### config.mk
export PLATFORM = sky130hd
export DESIGN_NAME = updown_counter_fsm
export DESIGN_NICKNAME = d
export VERILOG_FILES = /design/src/rtl/updown_counter_fsm.sv
export SDC_FILE = /design/constraint.sdc
export NUM_CORES = 1
export LEC_CHECK = 0
export ABC_AREA = 1
export CORE_ASPECT_RATIO = 1.25
export CORE_MARGIN = 3
export CORE_UTILIZATION = 55
export CTS_CLUSTER_DIAMETER = 150
export DETAILED_ROUTE_END_ITERATION = 8
export DONT_BUFFER_PORTS = 1
export PLACE_DENSITY = 0.73
export SYNTH_ARGS = -nofsm -noshare
export SYNTH_HDL_FRONTEND = slang
export SYNTH_SLANG_ARGS = --single-unit
### constraint.sdc
create_clock -name clk -period 1.5 [get_ports clk]
set_input_delay 0.375 -clock clk [delete_from_list [all_inputs] [get_ports clk]]
set_output_delay 0.375 -clock clk [all_outputs]
set_load 0.02 [all_outputs]
### src/rtl/updown_counter_fsm.sv
// updown_counter_fsm: loadable up/down counter with INC/INC2/DEC/DEC2/HOLD control FSM
// Ports: clk, reset (sync, active-high); i_en hold when 0; i_load loads i_d_in (beats i_inc);
//   i_inc up when 1 / down when 0; o_count, o_state, o_carry, o_borrow registered; o_zero = (o_count == 0).
// Build option: define CNT_SATURATE_EN to clamp at 2^WIDTH-1 / 0 instead of wrapping.
module updown_counter_fsm #(
  parameter int WIDTH = 8,
  parameter int STEP = 1,
  parameter logic [WIDTH-1:0] INIT = '0
) (
  input  logic             clk,
  input  logic             reset,
  input  logic             i_en,
  input  logic             i_load,
  input  logic             i_inc,
  input  logic [WIDTH-1:0] i_d_in,
  output logic [WIDTH-1:0] o_count,
  output logic [2:0]       o_state,
  output logic             o_carry,
  output logic             o_borrow,
  output logic             o_zero
);
  typedef enum logic [2:0] {
    IDLE = 3'b000, LOAD = 3'b001, INC = 3'b010, INC2 = 3'b011,
    DEC = 3'b100, DEC2 = 3'b101, HOLD = 3'b110, ILL = 3'b111
  } state_t;
`ifdef CNT_SATURATE_EN
  localparam bit SAT = 1'b1;
`else
  localparam bit SAT = 1'b0;
`endif
  localparam logic [WIDTH:0] STEP_X = (WIDTH+1)'(STEP);
  state_t           r_state, w_next;
  logic [WIDTH-1:0] r_count, w_count;
  logic             r_carry, r_borrow, w_carry, w_borrow, w_up, w_dn;
  logic [WIDTH:0]   w_sum, w_diff;
  always_ff @(posedge clk) begin
    if (reset) begin
      r_state  <= IDLE;
      r_count  <= INIT;
      r_carry  <= 1'b0;
      r_borrow <= 1'b0;
    end else begin
      r_state  <= w_next;
      r_count  <= w_count;
      r_carry  <= w_carry;
      r_borrow <= w_borrow;
    end
  end
  // The extra MSB of sum/diff is the carry-out/borrow-out of the WIDTH-bit operation.
  always_comb begin
    w_next   = r_state == ILL ? IDLE :
               !i_en ? HOLD :
               i_load ? LOAD :
               i_inc ? (r_state == INC ? INC2 : INC) :
               (r_state == DEC ? DEC2 : DEC);
    w_up     = w_next == INC || w_next == INC2;
    w_dn     = w_next == DEC || w_next == DEC2;
    w_sum    = {1'b0, r_count} + STEP_X;
    w_diff   = {1'b0, r_count} - STEP_X;
    w_carry  = w_up && w_sum[WIDTH];
    w_borrow = w_dn && w_diff[WIDTH];
    w_count  = w_next == LOAD ? i_d_in :
               w_up ? (SAT && w_carry ? '1 : w_sum[WIDTH-1:0]) :
               w_dn ? (SAT && w_borrow ? '0 : w_diff[WIDTH-1:0]) :
               r_count;
  end
  assign o_count  = r_count;
  assign o_state  = r_state;
  assign o_carry  = r_carry;
  assign o_borrow = r_borrow;
  assign o_zero   = r_count == '0;
endmodule
### After elaboration in Yosys (flattened, before gate mapping)

Index checks and enable logic that the tools add are counted.

* register bits: 13
* input bits: 13
* output and inout bits: 14

* $add $sub $neg: 2
* eq/ne operators: 8
* multiplexer cells: 9
* reduce and logical (&&, ||, !) cells: 6

Operators with widths (count)
* 8-bit two-way mux: 3
* 3-bit equality test (second input constant): 4
* 3-bit two-way mux: 4
* 8-bit by 1-bit adder with 9-bit output (second input constant): 1
* 3-bit by 2-bit equality test with 1-bit output (second input constant): 3
* 8-bit by 1-bit subtractor with 9-bit output (second input constant): 1
* 8-bit logical NOT: 1
* 3-bit by 1-bit equality test with 1-bit output (second input constant): 1
* 3-bit nonzero test: 1
* 1-bit logical AND: 2
* 1-bit logical OR: 2
* 1-bit two-way mux: 2

### Logic depth before layout (Yosys ltp)

* depth in word-level cells: 11
* depth in mapped cells: 10

### Worst setup path before layout

OpenSTA, ideal clock, no wires.

* path type: reg-to-output
* from: register r_count[2] (netlist: o_count[2])
* to: output o_zero
* arrival: 1078 ps
* data required time: 1125 ps
* path slack: 47 ps
* stages on the path, launching flop included: 5
* cell sequence: dfxtp_1 buf_6 nor2_1 nand2_1 nor2_1

* cells in the longest elaborated chain, start to end: 1

Ends and longest elaborated chain
* start: declaration: line 33 `logic [WIDTH-1:0] r_count, w_count;`
* start signal: assignment: line 44 `r_count <= w_count;`
* 8-bit logical NOT: line 71 `assign o_zero = r_count == '0;`
* end: declaration: line 20 `output logic o_zero`

Every way passes these cells.

### Worst setup path in the final report

* from: register r_count[0] (netlist: o_count[0])
* to: output o_zero

Same word-level chain as after synthesis.

==> flow_summary.json <==
{
  "root_buffer": "clkbuf_4",
  "finalHoldViolations": 0,
  "synth_ff_type": "dfxtp_1",
  "dieWidth_um": 44.2,
  "grt_max_degree": 15,
  "max_slew_margin_pct": 68.8,
  "first_global_vias": 1052,
  "power.density_nw_per_um2": 870,
  "fmax_ghz": 0.667,
  "tns_ps": 0,
  "routabilityCongestion": 0.905,
  "slowest_stage": "dfxtp_4",
  "synth_compound_area_share_pct": 8.23,
  "grt.total_usage_pct": 25.2,
  "ys_types": 23,
  "synth_top_family_by_area": "simple AND/OR/NAND/NOR gates",
  "netlist_top_cells_area": "dfxtp_1 26%, nand2_1 18%, nand3_1 10%",
  "placedCellCount": 194,
  "place_hpwl_um": 1940,
  "avgSynthCellArea_sq_um": 6.16,
  "synth_edf_count": 0,
  "p_sw_uw": 429,
  "viasPerCell": 5.46,
  "ys_seq_elements": 13,
  "finalPower_uw": 1110,
  "placed_cell_area_sq_um": 1130,
  "drive_gt1_share_pct": 27.8,
  "hold-worst-slack_ps": 133,
  "rr_startpoint": "o_count[0]$_SDFFE_PP0P_",
  "fin_crit_sh_pct": 100,
  "syn_inst": 163,
  "yosysSeqAreaShare_pct": 25.9,
  "firstDrtPassIters": 4,
  "syn2layout_area_growth_pct": 27.3,
  "startpoint": "o_count[0]$_SDFFE_PP0P_",
  "synth.most_common_cell": "nand2_1",
  "yosysWarnings": 0,
  "port_buffers": 0,
  "yosys-mux-area-fraction_pct": 0,
  "wl_per_cell_um": 13.4,
  "hold_start": "reset",
  "initial_core_util_pct": 61.1,
  "vdd_drop_max_v": 0.000680,
  "clkLatencyLatePin_ps": 290,
  "min_path_type": "input pin to flop",
  "clock-skew-final_ps": 6.78,
  "cp_cell_sequence": "inv_4 > ha_4 > nand2_4 > nor2_4 > buf_6",
  "arrival_ps": 1120,
  "drtIter0Drc": 50,
  "clockPowerShare_pct": 20.4,
  "die_h_um": 53.8,
  "status": "finished clean",
  "required_ps": 1120,
  "p_leak_uw": 0.000618,
  "switching_share_pct": 38.6,
  "layout_min_cycle_time_ps": 1500,
  "diodes": 0,
  "seq_power_share_pct": 37.0,
  "synth_nets": 179,
  "worst_setup_path_end_kind": "primary output",
  "antenna_found_initial": 0,
  "max_slew.worst_pin.slew_ps": 467,
  "clkSinkCount": 13,
  "p_comb_share_pct": 42.5,
  "syn-cell-area_sq_um": 1000,
  "rows": 16,
  "ios": 27,
  "p_int_uw": 682,
  "grt_pass1_wl_um": 4380,
  "crit_fanout": 2,
  "slew_violations": 0,
  "synthAdderAreaFrac_pct": 3.74,
  "critPathBufInv": 2,
  "netlist.area_leader.share_pct": 25.9,
  "critical_path_class": "flop to primary output",
  "tritoncts": "done",
  "drc": 0,
  "fillers": 133,
  "ctsHtreeMaxLevel": 1,
  "final_nets": 204,
  "critPathMaxStageDelay_ps": 360,
  "crit_path_start_kind": "flop",
  "core_area_sq_um": 1640,
  "ant_nets": 0,
  "grt.overflow.total": 0,
  "synthSimpleGateAreaFrac_pct": 47.8,
  "clock_path_buffers": 2,
  "setup_viol": 0,
  "netlist.top_cell.by_area": "dfxtp_1",
  "die_area_sq_um": 2380,
  "cts_buffers": 3,
  "drt-total-wl_um": 2760,
  "design_area_sq_um": 1280,
  "clk_pin_slew_ps": 80,
  "via_count": 1119,
  "path_delay_family": "flip-flops",
  "synthTopCellsByCount": "48 x nand2_1, 25 x nor2_1, 20 x nand3_1, 17 x inv_1, 13 x dfxtp_1",
  "synthXorXnorAreaFrac_pct": 5.24,
  "async_reset_ff_share_pct": 0,
  "max_cap_violations": 0,
  "rsz0062_at_grt": "true",
  "finalNonFillerCells": 205
}
[registers in the layout, summed over array words and instances, names as in the netlist]
signal,flops
o_count,8
o_borrow,1
o_state,3
o_carry,1
[cells by family after synthesis]
logic type,after synthesis
adder cells (fa/ha/maj),3
AO/OA/AOI/OAI,15
XOR/XNOR,6
AND/OR/NAND/NOR,104
flip-flops,13
buffers and inverters,22
[power by group through the flow]
stage / registers [uW] / logic (uW) / clock network [uW]
floorplan: 444 / 249 / 0
global placement: 415 / 376 / 0
detailed placement: 417 / 379 / 0
CTS: 409 / 438 / 229
global route: 415 / 524 / 242
finish: 412 / 473 / 227
[timing repair]
item                       CTS  global route
setup endpoints to repair    1             3
resized for setup           19             9
pin swaps                    3             1
hold buffers                 0             0
cloned                       0             0
buffers inserted             7             0
[metal layers]
metal / global-route usage [%] / wire length [um]
met2: 45.1 / 1420
met5: 0 / 0
met1: 29.6 / 1100
met4: 12.1 / 45
met3: 2.68 / 198
[cells in the final DEF (no fill, tap or decap), drive strengths merged, types with 4 or more instances in the layout]
| cell type | count |
|---|---|
| a21oi | 6 |
| buf | 23 |
| clkbuf | 4 |
| dfxtp | 13 |
| inv | 19 |
| nand2 | 50 |
| nand3 | 22 |
| nor2 | 26 |
| o21ai | 5 |
| xor2 | 6 |
[worst paths after layout]
check,endpoint,slack [ps],cells past startpoint
worst max register to register,o_count[4]$_SDFFE_PP0P_,100,9
worst min-delay path,o_count[4]$_SDFFE_PP0P_,130,1
worst min register to register,o_count[6]$_SDFFE_PP0P_,510,2
worst max-delay path,o_zero,0.1,5
[through the flow]
| stage | utilization [%] | setup WS [ps] |
|---|---|---|
| finish | 77.8 | 0.144 |
| CTS | 76.2 | 2.66 |
| floorplan | - | 47.5 |
| global route | 77.8 | -33.0 |
| detailed placement | 68.6 | 149 |
| global placement | 68.6 | 154 |
[area by class of cell]
class,count,area [sq um],area share [%]
multi-input cells,128,699,54.8
inverters,19,76.3,5.97
flip-flops and latches,13,277,21.6
clock buffers,4,26.3,2.06
well taps,18,22.5,1.76
repair buffers,23,176,13.8
Note: power is estimated with default switching activity, not from simulation.
